===== config.mk =====
export PLATFORM = sky130hd
export DESIGN_NAME = tgt_ddr_rx
export DESIGN_NICKNAME = d
export VERILOG_FILES = /design/src/rtl/tgt_ddr_rx_pkg.sv /design/src/rtl/ddr_parity_calc.sv /design/src/rtl/tgt_ddr_rx.sv
export SDC_FILE = /design/constraint.sdc
export NUM_CORES = 1
export LEC_CHECK = 0
export ABC_AREA = 1
export BUFFER_PORTS_ARGS = -buffer_cell sky130_fd_sc_hd__clkbuf_2
export CORE_ASPECT_RATIO = 1.75
export CORE_MARGIN = 2
export CORE_UTILIZATION = 56
export CTS_CLUSTER_SIZE = 25
export DETAILED_ROUTE_END_ITERATION = 7
export PLACE_DENSITY = 0.79
export SLEW_MARGIN = 25
export SYNTH_ARGS = -nofsm -noshare
export SYNTH_HDL_FRONTEND = slang
export SYNTH_HIERARCHICAL = 1
export SYNTH_SLANG_ARGS = --single-unit
export TNS_END_PERCENT = 100

===== constraint.sdc =====
create_clock -name i_sys_clk -period 2.2 [get_ports i_sys_clk]
set_input_delay 0.11 -clock i_sys_clk [delete_from_list [all_inputs] [get_ports i_sys_clk]]
set_output_delay 0.11 -clock i_sys_clk [all_outputs]
set_load 0.05 [all_outputs]

===== src/rtl/tgt_ddr_rx_pkg.sv =====
// rtl/tgt_ddr_rx_pkg.sv - HDR-DDR field encodings and bit counts shared by target rx/tx.
package tgt_ddr_rx_pkg;

    localparam logic [3:0] DDR_CRC_TOKEN_VAL = 4'b1100;
    localparam int         DDR_CRC_W         = 5;

    localparam logic [2:0] MODE_PREAMBLE   = 3'b000;
    localparam logic [2:0] MODE_CRC_TOKEN  = 3'b010;
    localparam logic [2:0] MODE_DESER_BYTE = 3'b011;
    localparam logic [2:0] MODE_PARITY     = 3'b110;
    localparam logic [2:0] MODE_CRC_VALUE  = 3'b111;

    typedef enum logic [1:0] {
        ST_IDLE,
        ST_RECV,
        ST_DONE
    } rx_state_e;

    // Zero marks an illegal field encoding.
    function automatic logic [3:0] mode_bit_count(input logic [2:0] mode);
        case (mode)
            MODE_PREAMBLE:   mode_bit_count = 4'd2;
            MODE_DESER_BYTE: mode_bit_count = 4'd8;
            MODE_PARITY:     mode_bit_count = 4'd2;
            MODE_CRC_TOKEN:  mode_bit_count = 4'd4;
            MODE_CRC_VALUE:  mode_bit_count = 4'd5;
            default:         mode_bit_count = 4'd0;
        endcase
    endfunction

endpackage


===== src/rtl/ddr_parity_calc.sv =====
// rtl/ddr_parity_calc.sv - HDR-DDR parity pair {PA1,PA0} over a 16-bit data word.
module ddr_parity_calc (
    input  logic [15:0] i_word,
    output logic [1:0]  o_parity
);

    logic pa1;
    logic pa0;

    // PA1 covers odd bit positions, PA0 covers even positions and is inverted.
    always_comb begin
        pa1 = 1'b0;
        pa0 = 1'b1;
        for (int i = 0; i < 8; i++) begin
            pa1 = pa1 ^ i_word[2*i+1];
            pa0 = pa0 ^ i_word[2*i];
        end
    end

    assign o_parity = {pa1, pa0};

endmodule


===== src/rtl/tgt_ddr_rx.sv =====
// rtl/tgt_ddr_rx.sv - target HDR-DDR receive deserializer sampling SDA on both SCL edges.
module tgt_ddr_rx
    import tgt_ddr_rx_pkg::*;
#(
    parameter logic [3:0] CRC_TOKEN_VAL = DDR_CRC_TOKEN_VAL,
    parameter int          CRC_W         = DDR_CRC_W
) (
    input  logic             i_sys_clk,
    input  logic             i_sys_rst,
    input  logic             i_sclgen_scl_pos_edge,
    input  logic             i_sclgen_scl_neg_edge,
    input  logic             i_sdahnd_tgt_serial_data,
    input  logic             i_ddrccc_rx_en,
    input  logic [2:0]       i_ddrccc_rx_mode,
    input  logic [CRC_W-1:0] i_crc_crc_value,
    output logic [7:0]       o_regf_rx_parallel_data,
    output logic [1:0]       o_ddrccc_rx_preamble,
    output logic             o_ddrccc_rx_mode_done,
    output logic             o_ddrccc_error,
    output logic             o_crc_en,
    output logic [7:0]       o_crc_parallel_data
);

    rx_state_e   state_q, state_d;
    logic [2:0]  mode_q, mode_d;
    logic [2:0]  count_q, count_d;
    logic [7:0]  shift_q, shift_d;
    logic [15:0] word_q, word_d;
    logic        byte_idx_q, byte_idx_d;
    logic        illegal_q, illegal_d;
    logic [7:0]  rx_data_q, rx_data_d;
    logic [1:0]  preamble_q, preamble_d;
    logic [7:0]  crc_data_q, crc_data_d;

    logic [7:0]  shift_nxt;
    logic [3:0]  field_len;
    logic        scl_edge;
    logic [1:0]  parity;
    logic        field_err;

    ddr_parity_calc u_parity (
        .i_word   (word_q),
        .o_parity (parity)
    );

    // Coincident edges are a protocol error; they still shift only one bit.
    assign scl_edge  = i_sclgen_scl_pos_edge | i_sclgen_scl_neg_edge;
    assign shift_nxt = {shift_q[6:0], i_sdahnd_tgt_serial_data};
    assign field_len = mode_bit_count(i_ddrccc_rx_mode);

    always_comb begin
        state_d    = state_q;
        mode_d     = mode_q;
        count_d    = count_q;
        shift_d    = shift_q;
        word_d     = word_q;
        byte_idx_d = byte_idx_q;
        illegal_d  = illegal_q;
        rx_data_d  = rx_data_q;
        preamble_d = preamble_q;
        crc_data_d = crc_data_q;

        case (state_q)
            ST_IDLE: begin
                if (i_ddrccc_rx_en) begin
                    mode_d  = i_ddrccc_rx_mode;
                    shift_d = 8'h00;
                    if (field_len == 4'd0) begin
                        illegal_d = 1'b1;
                        state_d   = ST_DONE;
                    end else begin
                        illegal_d = 1'b0;
                        count_d   = 3'(field_len - 4'd1);
                        state_d   = ST_RECV;
                    end
                end
            end
            ST_RECV: begin
                if (!i_ddrccc_rx_en) begin
                    state_d = ST_IDLE;
                end else if (scl_edge) begin
                    shift_d = shift_nxt;
                    count_d = count_q - 3'd1;
                    if (count_q == 3'd0) begin
                        state_d = ST_DONE;
                        case (mode_q)
                            MODE_PREAMBLE: begin
                                preamble_d = shift_nxt[1:0];
                                byte_idx_d = 1'b0;
                            end
                            MODE_DESER_BYTE: begin
                                rx_data_d  = shift_nxt;
                                crc_data_d = shift_nxt;
                                if (byte_idx_q) begin
                                    word_d[7:0] = shift_nxt;
                                end else begin
                                    word_d[15:8] = shift_nxt;
                                end
                                byte_idx_d = ~byte_idx_q;
                            end
                            MODE_PARITY: byte_idx_d = 1'b0;
                            default: ;
                        endcase
                    end
                end
            end
            ST_DONE: state_d = ST_IDLE;
            default: state_d = ST_IDLE;
        endcase
    end

    always_ff @(posedge i_sys_clk) begin
        if (i_sys_rst) begin
            state_q    <= ST_IDLE;
            mode_q     <= 3'b000;
            count_q    <= 3'd0;
            shift_q    <= 8'h00;
            word_q     <= 16'h0000;
            byte_idx_q <= 1'b0;
            illegal_q  <= 1'b0;
            rx_data_q  <= 8'h00;
            preamble_q <= 2'b00;
            crc_data_q <= 8'h00;
        end else begin
            state_q    <= state_d;
            mode_q     <= mode_d;
            count_q    <= count_d;
            shift_q    <= shift_d;
            word_q     <= word_d;
            byte_idx_q <= byte_idx_d;
            illegal_q  <= illegal_d;
            rx_data_q  <= rx_data_d;
            preamble_q <= preamble_d;
            crc_data_q <= crc_data_d;
        end
    end

    // The CRC value is compared against the engine's output as it stands in DONE.
    always_comb begin
        field_err = 1'b0;
        case (mode_q)
            MODE_PARITY:    field_err = (shift_q[1:0] != parity);
            MODE_CRC_TOKEN: field_err = (shift_q[3:0] != CRC_TOKEN_VAL);
            MODE_CRC_VALUE: field_err = (shift_q[CRC_W-1:0] != i_crc_crc_value);
            default:        field_err = 1'b0;
        endcase
    end

    assign o_ddrccc_rx_mode_done   = (state_q == ST_DONE);
    assign o_ddrccc_error          = (state_q == ST_DONE) && (illegal_q || field_err);
    assign o_crc_en                = (state_q == ST_DONE) && !illegal_q && (mode_q == MODE_DESER_BYTE);
    assign o_regf_rx_parallel_data = rx_data_q;
    assign o_ddrccc_rx_preamble    = preamble_q;
    assign o_crc_parallel_data     = crc_data_q;

endmodule


======== Yosys cells after proc, flatten, opt, wreduce, memory -nomap -nowiden ========
Cells that the tools add are included.
storage, ports and cells
  flip-flop bits (word level) ............. 43
  input port bits ......................... 14
  output and inout port bits .............. 21
  logic and storage cells ................. 90
operators by class
  muxes and demuxes ....................... 19
  equal/unequal tests ..................... 19
  reduce and logical (&&, ||, !) cells .... 23
  bitwise logic cells ..................... 17
  add/subtract/negate cells ............... 2
operator list
  cell                                                                number
  7-bit 2-to-1 mux                                                    3
  5-bit AND reduction                                                 4
  4-bit one-hot mux with 4 select lines                               1
  7-bit one-hot mux with 2 select lines                               1
  1-bit bitwise XOR                                                   14
  3-bit by 2-bit == test with 1-bit output, second input constant     4
  3-bit == test, second input constant                                4
  3-bit 2-to-1 mux                                                    4
  6-bit AND reduction                                                 2
  2-bit 2-to-1 mux                                                    5
  3-bit logical NOT                                                   3
  2-bit != test, second input constant                                4
  3-bit != test, second input constant                                2
  3-bit one-hot mux with 2 select lines                               1
  3-bit by 1-bit subtractor with 3-bit output, second input constant  2
  5-bit != test                                                       1
  4-bit logical NOT                                                   1
  4-bit != test, second input constant                                1
  2-bit one-hot mux with 2 select lines                               1
  4-bit AND reduction                                                 1
  2-bit nonzero test                                                  2
  2-bit OR reduction                                                  2
  1-bit logical AND                                                   3
  1-bit one-hot mux with 3 select lines                               1
  other kinds (12)                                                    13

======== Depth between registers and ports, before layout ========
Gate-level depths: netlist (run 1).
  depth after elaboration ................. 12
  mapped depth ............................ 16
  depth with buffers taken out ............ 15

======== Modules after synthesis ========
Netlist (run 1), hierarchy kept.
by module, submodules not included
  module           area an instance (µm²)  seq. area each (µm²)  times used  cells an instance
  tgt_ddr_rx       2068.2                  860.8                 1           278
  ddr_parity_calc  236.5                   0.0                   1           52

======== Worst setup path after synthesis (run 1) ========
OpenSTA, ideal clock, no wires.
  path kind ............................... reg2out
  start ................................... register mode_q[1]
  end ..................................... output port o_crc_en
  data arrival time ....................... 2070 ps
  buffers on the path ..................... 0
  stages on the path, launching flop included .. 5
  required time ........................... 2090 ps
  setup slack ............................. 20 ps
  cells stage by stage .................... dfxtp_1 nand2_1 nor2_4 inv_1 nor4_1
between the ends
  cells in the longest elaborated chain, start to end .. 2
ends and longest elaborated chain
  item                                      line               RTL
  start, declared                           tgt_ddr_rx.sv:25   logic [2:0] mode_q, mode_d;
  start signal, assigned                    tgt_ddr_rx.sv:126  mode_q <= mode_d;
  3-bit by 2-bit == test with 1-bit output  tgt_ddr_rx.sv:151  assign o_crc_en = (state_q == ST_DONE) && !illegal_q && (mode_q == MODE_DESER_BYTE);
  1-bit logical AND                         tgt_ddr_rx.sv:151
  end, declared                             tgt_ddr_rx.sv:20   output logic o_crc_en,
Every way passes these cells.

======== Worst setup path after layout (run 1) ========
  start ................................... register word_q[11]
  end ..................................... output port o_ddrccc_error
between the ends
  cells in the longest elaborated chain, start to end .. 7
ends and longest elaborated chain
  item                                   line                   RTL
  start, declared                        tgt_ddr_rx.sv:28       logic [15:0] word_q, word_d;
  start signal, assigned                 tgt_ddr_rx.sv:129      word_q <= word_d;
  1-bit bitwise XOR (3 in series)        ddr_parity_calc.sv:15  pa1 = pa1 ^ i_word[2*i+1];
  named net parity[1]                    tgt_ddr_rx.sv:38       logic [1:0] parity;
  2-bit != test                          tgt_ddr_rx.sv:142      MODE_PARITY: field_err = (shift_q[1:0] != parity);
  1-bit one-hot mux with 3 select lines  tgt_ddr_rx.sv:141      case (mode_q)
  1-bit logical OR                       tgt_ddr_rx.sv:150      assign o_ddrccc_error = (state_q == ST_DONE) && (illegal_q || field_err);
  1-bit logical AND                      tgt_ddr_rx.sv:150
  end, declared                          tgt_ddr_rx.sv:19       output logic o_ddrccc_error,
The timed path passes the listed nets, and every way through them passes these cells.

==> results of run 1 <==
-- through the flow --
step | worst slack (ns) | std cells | utilization, %
CTS | 0.01117 | 404 | 64.78
global placement | 0.3873 | 396 | 61.89
global route | 0.02239 | 404 | 65.99
detailed placement | 0.3674 | 396 | 61.89
finish | 0.1364 | 404 | 65.99
floorplan | 0.01964 | 330 | -
-- sequential cells by signal, summed over array words and instances (netlist names) --
name / flops
illegal_q: 1
state_q: 2
count_q: 3
o_crc_parallel_data: 8
byte_idx_q: 1
shift_q: 7
word_q: 16
o_ddrccc_rx_preamble: 2
mode_q: 3
-- area by class of cell --
type	instances	area share (%)
multi-input cells	222	44.92
flip-flops and latches	43	33.66
repair buffers	37	7.722
inverters	46	6.994
clock buffers	5	2.671
well taps	48	2.331
clock inverters	3	1.700
-- Yosys cell counts (2+ instances only) --
master / n
sky130_fd_sc_hd__nor2_4: 2
sky130_fd_sc_hd__nand4_1: 5
sky130_fd_sc_hd__nor3_1: 4
sky130_fd_sc_hd__o21ai_1: 3
sky130_fd_sc_hd__nor4_1: 2
sky130_fd_sc_hd__clkbuf_1: 4
sky130_fd_sc_hd__nand3b_1: 5
sky130_fd_sc_hd__nor2_1: 48
sky130_fd_sc_hd__nand2_1: 63
sky130_fd_sc_hd__buf_4: 13
sky130_fd_sc_hd__o21ai_0: 29
sky130_fd_sc_hd__inv_2: 2
sky130_fd_sc_hd__inv_1: 41
sky130_fd_sc_hd__nand3_1: 12
sky130_fd_sc_hd__xnor2_1: 3
sky130_fd_sc_hd__or2_2: 2
sky130_fd_sc_hd__a211oi_1: 8
sky130_fd_sc_hd__xor2_1: 2
sky130_fd_sc_hd__dfxtp_1: 43
sky130_fd_sc_hd__a21oi_1: 22
-- cell families after synthesis --
group | synth area share (%)
buffers and inverters | 13.95
AND/OR/NAND/NOR | 31.05
XOR/XNOR | 1.900
AO/OA/AOI/OAI | 15.20
flip-flops | 37.35
adder cells (fa/ha/maj) | 0.5428
-- power breakdown --
group | internal (uW) | leakage [uW] | switching (uW)
clock | 338 | 0.0000581 | 286
combinational | 68.7 | 0.000756 | 136
sequential | 803 | 0.000352 | 28.4
-- layer usage --
| layer | up-vias | share of wire, % | global-route usage, % |
|---|---|---|---|
| met3 | 23 | 3.5 | 4.392 |
| met1 | 976 | 37 | 24.08 |
| met5 | - | 0 | 0 |
| li1 | 1094 | - | - |
| met4 | 0 | 5.2 | 16.32 |
| met2 | 50 | 55 | 44.55 |
-- worst min-delay path: stages --
cell and delay [ns]:
sky130_fd_sc_hd__clkbuf_2 0.13, sky130_fd_sc_hd__nor2_1 0.06, sky130_fd_sc_hd__nor2_1 0.08
-- worst max path at each step --
stage	start	end	slack [ns]	cells past startpoint
finish	word_q[11]$_SDFFE_PP0P_	o_ddrccc_error	0.14	16
detailed placement	word_q[11]$_SDFFE_PP0P_	o_ddrccc_error	0.37	16
floorplan	mode_q[1]$_SDFFE_PP0P_	o_crc_en	0.02	4
global placement	word_q[13]$_SDFFE_PP0P_	o_ddrccc_error	0.39	13
global route	word_q[11]$_SDFFE_PP0P_	o_ddrccc_error	0.02	16
CTS	word_q[11]$_SDFFE_PP0P_	o_ddrccc_error	0.01	16
==> out/results.tsv, run 1 <==
metric	value	unit
post-dp-hpwl	3945	um
area_growth_syn_to_layout	11.78	%
ctsHoldBuffers	0	
design_area	2576	um^2
numCtsBuffers	5	
cts_max_path_buffers	2	
clk-insertion-delay-late	0.30	ns
reg2reg_setup_slack	0.46	ns
layout.cells.most_common_list	sky130_fd_sc_hd__nand2_1 (59), sky130_fd_sc_hd__nor2_1 (48), sky130_fd_sc_hd__inv_1 (39)	
design.core.area	3904	um^2
hold_violations	0	
critPathMostFrequentCell	sky130_fd_sc_hd__nand2_1	
cap_violations	0	
yosys_warnings	6	
timing_worst_slew_pin_value	0.7012	ns
asyncSetResetFlopFracSynth	0	%
routed_wl	5407	um
die_width	52.50	um
p_total	1660	uW
h-tree-depth	2	
synth-seq-area-share	37.35	%
post-synth-top-area-fraction	37.35	%
post_detailed_route_count_of_antenna_violating_nets	0	
static-leakage-power	0.001166	uW
cp_slowest_stage_delay	0.37	ns
synth-seq-cells	43	
count_of_final_max_slew_check_failures	0	
min_delay_path_depth	3	
synth.top_cells.by_area	sky130_fd_sc_hd__dfxtp_1 (37%), sky130_fd_sc_hd__nand2_1 (10%), sky130_fd_sc_hd__nor2_1 (7.8%)	
synthCells	330	
synthesis.area_per_instance	6.984	um^2
cp_data_arrival_time	1.95	ns
cts.clk_slew.worst_paths	0.08	ns
detail_route.vias_per_cell	5.304	
number_of_synthesized_flops_with_an_enable_pin	0	
grt_use_total	24.42	%
wl_per_cell	13.38	um
timing.critical_path.from_type	flip-flop	
min_to	mode_q[1]$_SDFFE_PP0P_	
crit_chain	inv_2 > nand2_2 > nand3_2 > nand2_1 > nand2_1 > nand2_1 > nand2_1 > nand2_1 > inv_1 > or2_4 > nand3_2 > nand2_1 > nand4_1 > nand2_1 > inv_1 > buf_6	
status	finished, final reports clean	
grt_overflow_total	0	
num-fill-cells	401	
timing.fmax	484.6	MHz
worstHoldStart	i_ddrccc_rx_mode[1]	
power-per-cell-area	644.3	nW/um^2
final_common_cell	sky130_fd_sc_hd__nand2_1	
finClkSkew	0.005168	ns
endpoint_kind	output pin	
worst_r2r_startpoint	state_q[1]$_SDFFE_PP0P_	
cts_num_sinks	43	
design.portCount	35	
vias_in_the_first_global_route	1923	
path_max_fanout	4	
critPathTopFamily	simple AND/OR/NAND/NOR gates	
tns	0	ns
cts_repair_resize_count	0	
final_net_count	370	
drt_pre_antenna_iters	5	
worstRegToRegCells	10	
seq_area	867.1	um^2
drive_above_1_share	21.35	%
root_buffer	sky130_fd_sc_hd__clkbuf_8	
maxSlewHeadroom	53.20	%
num_rows	30	
cts_tree	done	
rsz_0062_raised_after_global_routing	no	
ys_types	37	
insertedDiodeCount	0	
library_cell_occupying_the_most_area_in_the_post_synthesis_netlist	sky130_fd_sc_hd__dfxtp_1	
multi_input_comb_area	1157	um^2
fp.dieH	88.87	um
synth.net_count	345	
postSynth.topFlopCell	sky130_fd_sc_hd__dfxtp_1	
gp_congestion	0.8476	
worst_ep_required_time	2.09	ns
drt_iter0_markers	66	
post-route-period-util	93.80	%
rr_endpoint	count_q[2]$_SDFFE_PP0P_	
max-vdd-ir-drop	0.5248	mV
postPlaceCellArea	2416	um^2
wire_length_of_the_first_global_routing_pass	8293	um
fin_worst_hold_slack	0.1133	ns
post-route-min-period	2.064	ns
initial_core_util	59.04	%
route.vias.total	2143	
critical_path.n_buffers_inverters	4	
crit_path_top_delay_cell	sky130_fd_sc_hd__dfxtp_2	
grt_max_degree	28	
timing.setup.critical_path_class	reg2out	
drt_drc_violations_left	0	
min-delay-path-class	in2reg	
design.die.area	4665	um^2
cts_post_setup_buffers_inserted	0	
synthesis.area	2305	um^2
setup_violations	0	
grt_antenna_before_repair	0	
io_buffer_count	34	
Power figures use the tool's default switching activity.
==> run 2: changes to the inputs <==
--- a/config.mk
+++ b/config.mk
@@ -7,7 +7,7 @@
 export LEC_CHECK = 0
 export ABC_AREA = 1
 export BUFFER_PORTS_ARGS = -buffer_cell sky130_fd_sc_hd__clkbuf_2
-export CORE_ASPECT_RATIO = 1.75
+export CORE_ASPECT_RATIO = 0.5
 export CORE_MARGIN = 2
 export CORE_UTILIZATION = 56
 export CTS_CLUSTER_SIZE = 25
==> run 2 against run 1 <==
Global-route usage shrank 0.22 points. First-iteration DRC count grew 120%. Cell area grew 1.4%.
==> out/results.tsv, run 2 (synthesis gave the netlist of run 1 again) <==
metric	value	unit	change
status	finished, final reports clean		unchanged
power-per-cell-area	677.4	nW/um^2	was 644.3 nW/um^2
timing.fmax	462.4	MHz	was 484.6 MHz
setup_violations	0		unchanged
initial_core_util	58.74	%	was 59.04%
wl_per_cell	13.25	um	was 13.38 um
post-route-min-period	2.163	ns	was 2.064 ns
drt_iter0_markers	148		was 66
worst_ep_required_time	2.09	ns	about the same
post-route-period-util	98.31	%	was 93.80%
insertedDiodeCount	0		unchanged
static-leakage-power	0.001187	uW	was 0.001166 uW
crit_chain	inv_1 > nand2_2 > nand3_2 > nand2_1 > nand2_1 > nand2_1 > nand2_1 > nand2_1 > inv_1 > or2_4 > nand3_2 > nand2_1 > nand4_1 > nand2_1 > inv_2 > buf_8		was inv_2 > nand2_2 > nand3_2 > nand2_1 > nand2_1 > nand2_1 > nand2_1 > nand2_1 > inv_1 > or2_4 > nand3_2 > nand2_1 > nand4_1 > nand2_1 > inv_1 > buf_6
cap_violations	0		unchanged
registers.top_by_ff_count	word_q		unchanged
final_net_count	371		was 370
detail_route.vias_per_cell	5.348		was 5.304
min-delay-path-class	in2reg		unchanged
design.portCount	35		unchanged
hold_violations	0		unchanged
count_of_final_max_slew_check_failures	0		unchanged
critPathMostFrequentCell	sky130_fd_sc_hd__nand2_1		unchanged
numCtsBuffers	5		unchanged
largest_register_ffs	16		unchanged
grt_use_total	24.20	%	was 24.42%
drive_above_1_share	21.01	%	was 21.35%
route.vias.total	2198		was 2,143
post_detailed_route_count_of_antenna_violating_nets	0		unchanged
instances_no_fill	411		was 404
clk-insertion-delay-late	0.29	ns	was 0.30 ns
cts_num_sinks	43		unchanged
h-tree-depth	2		unchanged
routed_wl	5444	um	was 5407 um
cts_tree	done		unchanged
timing.setup.critical_path_class	reg2out		unchanged
fp.dieH	49.37	um	was 88.87 um
final_common_cell	sky130_fd_sc_hd__nand2_1		unchanged
num_rows	16		was 30
design.die.area	4676	um^2	was 4665 um^2
crit_path_top_delay_cell	sky130_fd_sc_hd__dfxtp_2		unchanged
post-place-cells	402		was 396
endpoint_kind	output pin		unchanged
grt_max_degree	18		was 28
wire_length_of_the_first_global_routing_pass	8728	um	was 8293 um
die_width	94.73	um	was 52.50 um
root_buffer	sky130_fd_sc_hd__clkbuf_8		unchanged
io_buffer_count	34		unchanged
cp_slowest_stage_delay	0.37	ns	about the same
grt_overflow_total	0		unchanged
cp_data_arrival_time	2.05	ns	was 1.95 ns
cts_max_path_buffers	2		unchanged
area_growth_syn_to_layout	13.36	%	was 11.78%
layout.cells.most_common_list	sky130_fd_sc_hd__nand2_1 (61), sky130_fd_sc_hd__nor2_1 (48), sky130_fd_sc_hd__inv_1 (40)		was sky130_fd_sc_hd__nand2_1 (59), sky130_fd_sc_hd__nor2_1 (48), sky130_fd_sc_hd__inv_1 (39)
timing_worst_slew_pin_value	0.4210	ns	was 0.7012 ns
path_max_fanout	4		unchanged
num-fill-cells	354		was 401
drt_pre_antenna_iters	4		was 5
finClkSkew	0.008313	ns	was 0.005168 ns
pre_cts_setup_slack	0.2791	ns	was 0.3674 ns
cts.clk_slew.worst_paths	0.09	ns	was 0.08 ns
worst_slack	0.03727	ns	was 0.1364 ns
max-vdd-ir-drop	0.4058	mV	was 0.5248 mV
p_total	1770	uW	was 1660 uW
drt_drc_violations_left	0		unchanged
design.core.area	3924	um^2	was 3904 um^2
grt_antenna_before_repair	0		unchanged
gp_congestion	0.8673		was 0.8476
ctsHoldBuffers	0		unchanged
post-dp-hpwl	3833	um	was 3945 um
vias_in_the_first_global_route	1969		was 1,923
maxSlewHeadroom	71.75	%	was 53.20%
timing.critical_path.from_type	flip-flop		unchanged
run 2: worst paths after layout:
path / slack, ns / cells after the start / from / endpoint
worst max-delay path: 0.04 / 16 / word_q[5]$_SDFFE_PP0P_ / o_ddrccc_error
worst min-delay path: 0.14 / 3 / i_ddrccc_rx_mode[1] / mode_q[1]$_SDFFE_PP0P_
worst min register to register: 0.47 / 2 / o_ddrccc_rx_preamble[1]$_SDFFE_PP0P_ / o_ddrccc_rx_preamble[1]$_SDFFE_PP0P_
worst max register to register: 0.57 / 7 / state_q[0]$_SDFFE_PP0P_ / word_q[1]$_SDFFE_PP0P_
run 2: cell type report:
cell class                      count  area (um^2)  share of cell area, %
Inverter                           46        180.2                  6.897
Tap cell                           54        67.56                  2.586
Clock buffer                        6        72.57                  2.778
Multi-Input combinational cell    222         1152                  44.11
Clock inverter                      2        60.06                  2.299
Timing Repair Buffer               38        210.2                  8.046
Sequential cell                    43        869.6                  33.29
run 2: power by group:
part	switching [uW]	internal [uW]	total (uW)
clock network	275	454	729
registers	27.2	803	830
logic	141	70.0	211
total	443	1330	1770
run 2: worst max-delay path, delay by kind of cell, from the launching register on:
| family | cells | cell delay [ns] |
|---|---|---|
| AND/OR/NAND/NOR | 12 | 1.04 |
| flip-flops | 1 | 0.37 |
| buffers and inverters | 4 | 0.34 |
run 2: per-layer routing:
metal	vias up	share of wire (%)	track usage [%]
li1	1092	-	-
met1	1038	45	32.01
met2	60	49	39.60
met3	8	5.8	5.410
met4	0	0.79	7.488
met5	-	0	0
run 2: repair_timing:
action	CTS	global route
gates resized for setup	2	16
pin swaps	0	4
setup buffers	0	1
gates cloned	0	0
hold endpoints to repair	0	0
setup endpoints to repair	1	1
run 2: stage by stage:
| step | utilization (%) | TNS (ns) | instance area, um^2 | hold slack, ns |
|---|---|---|---|---|
| floorplan | - | 0 | 2305 | 0.2372 |
| global placement | 61.77 | 0 | 2424 | 0.4341 |
| detailed placement | 61.77 | 0 | 2424 | 0.4463 |
| CTS | 65.37 | 0 | 2565 | 0.1382 |
| global route | 66.58 | -0.08410 | 2613 | 0.1507 |
| finish | 66.58 | 0 | 2613 | 0.1405 |
